==> src/rtl/bp_fpga_host_nbf_tx_arb_if.sv <==
// Bundles the NBF packet inputs and the byte-stream output of the host
// transmit arbiter. The slave modport is the arbiter's view; the master
// modport is the view of whatever feeds packets and drains bytes.
interface bp_fpga_host_nbf_tx_arb_if #(
   parameter int num_src_p        = 2,
   parameter int nbf_addr_width_p = 40,
   parameter int nbf_data_width_p = 64
) ();
   localparam int nbf_width_lp   = 8 + nbf_addr_width_p + nbf_data_width_p;
   localparam int grant_width_lp = (num_src_p > 1) ? $clog2(num_src_p) : 1;

   logic [num_src_p*nbf_width_lp-1:0] nbf_i;
   logic [num_src_p-1:0]              nbf_v_i;
   logic [num_src_p-1:0]              nbf_ready_and_o;
   logic [7:0]                        byte_o;
   logic                              byte_v_o;
   logic                              byte_ready_and_i;
   logic                              busy_o;
   logic [grant_width_lp-1:0]         grant_src_o;

   modport master (
      output nbf_i, nbf_v_i, byte_ready_and_i,
      input  nbf_ready_and_o, byte_o, byte_v_o, busy_o, grant_src_o
   );

   modport slave (
      input  nbf_i, nbf_v_i, byte_ready_and_i,
      output nbf_ready_and_o, byte_o, byte_v_o, busy_o, grant_src_o
   );
endinterface

==> src/rtl/bp_fpga_host_nbf_tx_arb.sv <==
// Multi-source NBF transmit arbiter and byte serializer for the host link.
// Each source has its own small FIFO; one source has strict priority and the
// rest are served round-robin. The granted packet is shifted out LSB byte
// first (opcode, addr LSB..MSB, data LSB..MSB).
// Optional feature macro: BP_FPGA_HOST_NBF_TX_CHECKSUM_EN appends one XOR
// checksum byte after every packet.
module bp_fpga_host_nbf_tx_arb #(
   parameter int num_src_p        = 2,
   parameter int nbf_addr_width_p = 40,
   parameter int nbf_data_width_p = 64,
   parameter int fifo_els_p       = 4,
   parameter int prio_src_p       = 0
) (
   input  logic clk_i,
   input  logic reset_i,
   bp_fpga_host_nbf_tx_arb_if.slave io
);
   localparam int nbf_width_lp   = 8 + nbf_addr_width_p + nbf_data_width_p;
   localparam int nbf_bytes_lp   = nbf_width_lp / 8;
   localparam int grant_width_lp = (num_src_p > 1) ? $clog2(num_src_p) : 1;
   localparam int ptr_width_lp   = $clog2(fifo_els_p);
   localparam int cnt_width_lp   = $clog2(fifo_els_p + 1);
   localparam int idx_width_lp   = $clog2(nbf_bytes_lp + 1);

`ifdef BP_FPGA_HOST_NBF_TX_CHECKSUM_EN
   typedef enum logic [1:0] {e_idle, e_send, e_csum} state_e;
`else
   typedef enum logic [0:0] {e_idle, e_send} state_e;
`endif

   state_e                     r_state;
   state_e                     w_state_next;

   logic [num_src_p-1:0]       w_fifo_empty;
   logic [num_src_p-1:0]       w_fifo_full;
   logic [num_src_p-1:0]       w_enq;
   logic [num_src_p-1:0]       w_deq;
   logic [nbf_width_lp-1:0]    w_fifo_head [num_src_p];

   logic                       w_pick_v;
   logic [grant_width_lp-1:0]  w_pick_src;
   int                         w_scan;
   logic                       w_load;
   logic                       w_send_hs;
   logic                       w_last_byte;

   logic [nbf_width_lp-1:0]    r_shift;
   logic [idx_width_lp-1:0]    r_byte_idx;
   logic [grant_width_lp-1:0]  r_grant;
   logic [grant_width_lp-1:0]  r_rr_ptr;
`ifdef BP_FPGA_HOST_NBF_TX_CHECKSUM_EN
   logic [7:0]                 r_csum;
`endif

   genvar gi;

   // Per-source FIFOs: storage is a plain array whose head is captured by the
   // serializer shift register on grant.
   generate
      for (gi = 0; gi < num_src_p; gi++) begin : g_fifo
         logic [nbf_width_lp-1:0] r_mem [fifo_els_p];
         logic [ptr_width_lp-1:0] r_wr_ptr;
         logic [ptr_width_lp-1:0] r_rd_ptr;
         logic [cnt_width_lp-1:0] r_count;

         assign w_fifo_empty[gi]   = (r_count == '0);
         assign w_fifo_full[gi]    = (r_count == cnt_width_lp'(fifo_els_p));
         assign w_enq[gi]          = io.nbf_v_i[gi] & io.nbf_ready_and_o[gi];
         assign w_deq[gi]          = w_load & (w_pick_src == grant_width_lp'(gi));
         assign w_fifo_head[gi]    = r_mem[r_rd_ptr];

         // Write port of the packet storage
         always_ff @(posedge clk_i) begin
            if (w_enq[gi]) begin
               r_mem[r_wr_ptr] <= io.nbf_i[gi*nbf_width_lp +: nbf_width_lp];
            end
         end

         // Pointer and occupancy bookkeeping
         always_ff @(posedge clk_i) begin
            if (reset_i) begin
               r_wr_ptr <= '0;
               r_rd_ptr <= '0;
               r_count  <= '0;
            end else begin
               if (w_enq[gi]) begin
                  r_wr_ptr <= (r_wr_ptr == ptr_width_lp'(fifo_els_p - 1)) ? '0
                              : r_wr_ptr + ptr_width_lp'(1);
               end
               if (w_deq[gi]) begin
                  r_rd_ptr <= (r_rd_ptr == ptr_width_lp'(fifo_els_p - 1)) ? '0
                              : r_rd_ptr + ptr_width_lp'(1);
               end
               if (w_enq[gi] && !w_deq[gi]) begin
                  r_count <= r_count + cnt_width_lp'(1);
               end else if (!w_enq[gi] && w_deq[gi]) begin
                  r_count <= r_count - cnt_width_lp'(1);
               end
            end
         end
      end
   endgenerate

   assign io.nbf_ready_and_o = ~w_fifo_full & {num_src_p{~reset_i}};
   assign io.busy_o          = ~reset_i & ((r_state != e_idle) | ~(&w_fifo_empty));

   assign w_send_hs   = (r_state == e_send) & io.byte_ready_and_i;
   assign w_last_byte = (r_byte_idx == idx_width_lp'(nbf_bytes_lp - 1));

   // Choose the next source: priority source first, else first non-empty
   // source at or after the round-robin pointer (priority source skipped)
   always_comb begin
      w_pick_v   = 1'b0;
      w_pick_src = '0;
      w_scan     = 0;
      if (!w_fifo_empty[prio_src_p]) begin
         w_pick_v   = 1'b1;
         w_pick_src = grant_width_lp'(prio_src_p);
      end else begin
         for (int k = 0; k < num_src_p; k++) begin
            w_scan = int'(r_rr_ptr) + k;
            if (w_scan >= num_src_p) begin
               w_scan = w_scan - num_src_p;
            end
            if (!w_pick_v && (w_scan != prio_src_p) && !w_fifo_empty[w_scan]) begin
               w_pick_v   = 1'b1;
               w_pick_src = grant_width_lp'(w_scan);
            end
         end
      end
   end

   // State register
   always_ff @(posedge clk_i) begin
      if (reset_i) begin
         r_state <= e_idle;
      end else begin
         r_state <= w_state_next;
      end
   end

   // Next-state logic
   always_comb begin
      w_state_next = r_state;
      case (r_state)
         e_idle: begin
            if (w_pick_v) begin
               w_state_next = e_send;
            end
         end
         e_send: begin
            if (io.byte_ready_and_i && w_last_byte) begin
`ifdef BP_FPGA_HOST_NBF_TX_CHECKSUM_EN
               w_state_next = e_csum;
`else
               w_state_next = e_idle;
`endif
            end
         end
`ifdef BP_FPGA_HOST_NBF_TX_CHECKSUM_EN
         e_csum: begin
            if (io.byte_ready_and_i) begin
               w_state_next = e_idle;
            end
         end
`endif
         default: w_state_next = e_idle;
      endcase
   end

   // Outputs: byte stream, grant and the FIFO-dequeue/load strobe
   always_comb begin
      io.byte_v_o    = 1'b0;
      io.byte_o      = r_shift[7:0];
      io.grant_src_o = (num_src_p > 1) ? r_grant : '0;
      w_load         = 1'b0;
      case (r_state)
         e_idle: w_load = w_pick_v;
         e_send: io.byte_v_o = 1'b1;
`ifdef BP_FPGA_HOST_NBF_TX_CHECKSUM_EN
         e_csum: begin
            io.byte_v_o = 1'b1;
            io.byte_o   = r_csum;
         end
`endif
         default: io.byte_v_o = 1'b0;
      endcase
      if (reset_i) begin
         io.byte_v_o    = 1'b0;
         io.grant_src_o = '0;
         w_load         = 1'b0;
      end
   end

   // Serializer datapath: load on grant, shift one byte per handshake
   always_ff @(posedge clk_i) begin
      if (reset_i) begin
         r_shift    <= '0;
         r_byte_idx <= '0;
         r_grant    <= '0;
         r_rr_ptr   <= '0;
`ifdef BP_FPGA_HOST_NBF_TX_CHECKSUM_EN
         r_csum     <= '0;
`endif
      end else if (w_load) begin
         r_shift    <= w_fifo_head[w_pick_src];
         r_byte_idx <= '0;
         r_grant    <= w_pick_src;
`ifdef BP_FPGA_HOST_NBF_TX_CHECKSUM_EN
         r_csum     <= '0;
`endif
         if (w_pick_src != grant_width_lp'(prio_src_p)) begin
            r_rr_ptr <= (w_pick_src == grant_width_lp'(num_src_p - 1)) ? '0
                        : w_pick_src + grant_width_lp'(1);
         end
      end else if (w_send_hs) begin
         r_shift    <= r_shift >> 8;
         r_byte_idx <= r_byte_idx + idx_width_lp'(1);
`ifdef BP_FPGA_HOST_NBF_TX_CHECKSUM_EN
         r_csum     <= r_csum ^ r_shift[7:0];
`endif
      end
   end
endmodule

==> src/flat_wrapper.sv <==
// flat-port wrapper written by rule: the top's interface ports become plain ports
module bp_fpga_host_nbf_tx_arb_flat 
#(
   parameter int num_src_p        = 2,
   parameter int nbf_addr_width_p = 40,
   parameter int nbf_data_width_p = 64,
   parameter int fifo_els_p       = 4,
   parameter int prio_src_p       = 0
)
  (clk_i, reset_i, io_nbf_i, io_nbf_v_i, io_byte_ready_and_i, io_nbf_ready_and_o, io_byte_o, io_byte_v_o, io_busy_o, io_grant_src_o);
  bp_fpga_host_nbf_tx_arb_if #(.num_src_p(num_src_p), .nbf_addr_width_p(nbf_addr_width_p), .nbf_data_width_p(nbf_data_width_p)) io_i ();
  input  logic clk_i;
  input  logic reset_i;
  input wire logic [$bits(io_i.nbf_i)-1:0] io_nbf_i;
  input wire logic [$bits(io_i.nbf_v_i)-1:0] io_nbf_v_i;
  input wire logic [$bits(io_i.byte_ready_and_i)-1:0] io_byte_ready_and_i;
  output wire logic [$bits(io_i.nbf_ready_and_o)-1:0] io_nbf_ready_and_o;
  output wire logic [$bits(io_i.byte_o)-1:0] io_byte_o;
  output wire logic [$bits(io_i.byte_v_o)-1:0] io_byte_v_o;
  output wire logic [$bits(io_i.busy_o)-1:0] io_busy_o;
  output wire logic [$bits(io_i.grant_src_o)-1:0] io_grant_src_o;
  assign io_i.nbf_i = io_nbf_i;
  assign io_i.nbf_v_i = io_nbf_v_i;
  assign io_i.byte_ready_and_i = io_byte_ready_and_i;
  assign io_nbf_ready_and_o = io_i.nbf_ready_and_o;
  assign io_byte_o = io_i.byte_o;
  assign io_byte_v_o = io_i.byte_v_o;
  assign io_busy_o = io_i.busy_o;
  assign io_grant_src_o = io_i.grant_src_o;
  bp_fpga_host_nbf_tx_arb #(.num_src_p(num_src_p), .nbf_addr_width_p(nbf_addr_width_p), .nbf_data_width_p(nbf_data_width_p), .fifo_els_p(fifo_els_p), .prio_src_p(prio_src_p)) u_core (.clk_i(clk_i), .reset_i(reset_i), .io(io_i));
endmodule
==> config.mk <==
export PLATFORM = sky130hd
export DESIGN_NAME = bp_fpga_host_nbf_tx_arb_flat
export DESIGN_NICKNAME = d
export VERILOG_FILES = /design/src/rtl/bp_fpga_host_nbf_tx_arb_if.sv /design/src/rtl/bp_fpga_host_nbf_tx_arb.sv /design/src/flat_wrapper.sv
export SDC_FILE = /design/constraint.sdc
export NUM_CORES = 1
export LEC_CHECK = 0
export CAP_MARGIN = 20
export CORE_ASPECT_RATIO = 0.8
export CORE_MARGIN = 2
export CORE_UTILIZATION = 45
export CTS_BUF_LIST = sky130_fd_sc_hd__clkbuf_2 sky130_fd_sc_hd__clkbuf_4 sky130_fd_sc_hd__clkbuf_8
export DETAILED_ROUTE_END_ITERATION = 16
export PLACE_DENSITY_LB_ADDON = 0.1
export SETUP_SLACK_MARGIN = 0.2
export SLEW_MARGIN = 15
export SYNTH_ARGS = -nofsm -noshare
export SYNTH_HDL_FRONTEND = slang
export SYNTH_SLANG_ARGS = --single-unit
==> constraint.sdc <==
create_clock -name clk_i -period 4.2 [get_ports clk_i]
set_clock_uncertainty 0.15 [all_clocks]
set_input_delay 0.42 -clock clk_i [delete_from_list [all_inputs] [get_ports clk_i]]
set_output_delay 0.42 -clock clk_i [all_outputs]
set_load 0.005 [all_outputs]
==> flow_summary.ini, run 1 <==
[status]
outcome = complete, no violations

[layout]
final_core_util_pct = 54.5
drive_gt1_share_pct = 26.2
fin_nets = 2450
area_growth_pct = 19.2
fin_cells = 3455

[timing]
relSlewSlack_pct = 33.0
postLayoutSetupSlackWorst_ns = 0.564
max_freq_ghz = 0.275
post-route-period-util_pct = 86.6
slew_viol_final = 0
finalSetupViolCount = 0
rsz0062_at_grt = false
hold_viol = 0
tightest_slew_ns = 1.00
finalCriticalPeriod_ns = 3.64
finalSetupTns_ns = 0

[logic_synthesis]
synthesis.area_mm2 = 0.0386
synth_edf_count = 896
synth_fa_ha_area_share_pct = 0.558
seq_area_frac_synth_pct = 76.8
syn-num-nets = 2120
yosysWarnings = 0
synth_top_family_by_area = multiplexers
synth-simple-area-share_pct = 1.28
muxShareOfSynthArea_pct = 14.4
ys_ff_latch = 1032
async_flop_share_pct = 0
syn_inst = 1875
synth-compound-area-share_pct = 5.17
postSynthAreaPerCell_um2 = 20.6
ys.flop_type = edfxtp_1
synth_cell_types = 40
synth_xor_area_share_pct = 0.159

[clock_network]
htree_levels = 4
cts_root_buf = clkbuf_8
cts_num_sinks = 1032
cts_buffers = 162
clk_pin_slew_worst_paths_ns = 0.06
clock_latency_ns = 0.79
cts_resized = 0
cts_tree = done
clockBufferDepth = 3

[power]
cellLeakagePower_uw = 0.0144
power-per-cell-area_mw_per_mm2 = 584
peakVddDrop_mv = 0.442

[placement]
port_buffers = 241
placed_cells = 3155
preCtsSetupSlack_ns = 1.20
gp_congestion = 0.762
hpwl_um = 55300

[global_route]
grt_pass1_vias = 20000
antenna_found_initial = 10
grt_pass1_wl_um = 135000
grt-ovfl-total = 0
grt_max_degree = 113
grt_util_all_layers_pct = 21.1

[route]
drtAntennaViolNets = 0
dr.pass1.iters = 7
via_per_inst = 5.64
drcViolationCount = 0
drt_iter0_drc = 1842
post_drt_wl_per_cell_um = 26.6
vias = 19500
wl_um = 92000

[worst_setup_path]
r2r_setup_slack_ns = 1.40
criticalPathCategory = primary input to primary output
critPathTopFamily = buffers and inverters
slowest_stage = buf_4
crit_buf_inv = 4
crit_arrival_ns = 3.07
required_ns = 3.63
path_max_fanout = 74
worst_setup_path_end_kind = primary output
path_cells = dlygate4sd3_1 > buf_6 > buf_4 > nor2_1 > clkdlybuf4s50_1
crit_path_max_incr_delay_ns = 0.86
start_kind = primary input

[floorplanning]
start_util_pct = 45.7
core_area_mm2 = 0.0844
die_area_mm2 = 0.0881
die_h_um = 266
io_pins = 242
die_x_um = 331
rows = 95

[run]
cap_violations = 0

[min_path]
hold_class = primary input to flip-flop
## state kept, by name (all words and copies together), names as in the netlist, named ones only
| register | count |
|---|---|
| u_core.g_fifo.r_mem | 896 |
| u_core.r_shift | 112 |
| u_core.g_fifo.r_count | 6 |
| u_core.g_fifo.r_rd_ptr | 4 |
| u_core.g_fifo.r_wr_ptr | 4 |
| u_core.r_byte_idx | 4 |
| u_core.r_grant | 1 |
| u_core.r_state | 1 |
## cells in the final DEF (no fill, tap or decap), types with 14 or more instances in the layout
cell,Yosys,routed
a21oi_1,105,105
a22oi_1,158,158
buf_12,0,28
buf_4,9,19
clkbuf_4,0,78
clkbuf_8,0,182
clkdlybuf4s50_1,0,240
clkinv_1,0,16
dfxtp_1,136,132
edfxtp_1,896,896
ha_1,14,14
mux2_2,43,43
mux4_2,224,224
nand2_1,58,58
nor2_1,30,30
## metrics by stage
| step | instance area (um^2) | hold WS [ns] | total power, uW |
|---|---|---|---|
| after floorplan | 38600 | 0.282 | 16400 |
| after global placement | 42600 | 0.303 | 18400 |
| after detailed placement | 42600 | 0.316 | 18500 |
| after CTS | 46000 | 0.0256 | 27200 |
| after global routing | 46000 | 0.0617 | 28100 |
| final | 46000 | 0.112 | 26900 |
## cells in the mapped netlist (12+ instances only)
library cell  instances  area [um^2]
inv_1                13         48.8
a21oi_1             105          526
o21ai_0              12         60.1
ha_1                 14          175
edfxtp_1            896        26900
a22oi_1             158         1190
mux4_2              224         5040
mux2_2               43          484
nor2_1               30          113
buf_2                46          230
dfxtp_1             136         2720
clkbuf_1             59          221
nand2_1              58          218
## final timing paths
| path | startpoint | to | depth (start not counted) |
|---|---|---|---|
| worst max-delay path | reset_i | io_grant_src_o | 5 |
| worst min-delay path | io_nbf_i[0] | u_core.g_fifo[0].r_mem[1][0] | 1 |
| worst max register to register | u_core.g_fifo[0].r_count[0] | u_core.r_shift[0] | 5 |
| worst min register to register | u_core.g_fifo[0].r_rd_ptr[1] | flip-flop | 2 |
## what timing repair did
action	CTS	global route
hold endpoints to repair	55	0
hold buffers	1	0
setup buffers	0	0
## power breakdown
group	leakage [uW]	switching (uW)	internal, uW
Sequential	0.00925	629	12300
Clock	0.00181	3790	4910
Combinational	0.00338	2880	2360
Total	0.0144	7300	19600
## cell families after synthesis
family	after synthesis
flip-flops	1032
buffers and inverters	136
multiplexers	269
AND/OR/NAND/NOR	114
AO/OA/AOI/OAI	301
XOR/XNOR	7
adder cells (fa/ha/maj)	16
## per-layer routing
metal / vias up / global-route usage (%) / wire length [um]
met1: 10300 / 31.3 / 42000
li1: 8464 / - / -
met5: - / 0 / 54
met3: 121 / 4.60 / 5900
met4: 8 / 5.44 / 1410
met2: 631 / 31.9 / 42600
## final cells by class
cell class                      count  area, um^2
Antenna cell                        3        7.51
Clock inverter                     36         293
Multi-Input combinational cell    707        8360
Inverter                           13        48.8
Timing Repair Buffer              289        3130
Fill cell                        6576       38400
Sequential cell                  1032       29600
Clock buffer                      260        3090
Tap cell                         1115        1400
## worst reg2reg max path, delay by kind of cell, from the launching register on
family	cells	cell delay, ns
AO/OA/AOI/OAI	3	1.17
buffers and inverters	1	0.51
flip-flops	1	0.38
AND/OR/NAND/NOR	1	0.50
Note: power is estimated with default switching activity, not from simulation.
==> run 2: changes to the inputs <==
--- a/config.mk
+++ b/config.mk
@@ -5,7 +5,6 @@
 export SDC_FILE = /design/constraint.sdc
 export NUM_CORES = 1
 export LEC_CHECK = 0
-export CAP_MARGIN = 20
 export CORE_ASPECT_RATIO = 0.8
 export CORE_MARGIN = 2
 export CORE_UTILIZATION = 45
==> results of run 2 <==
Final layout, timing and power as in run 1 (identical DEF).
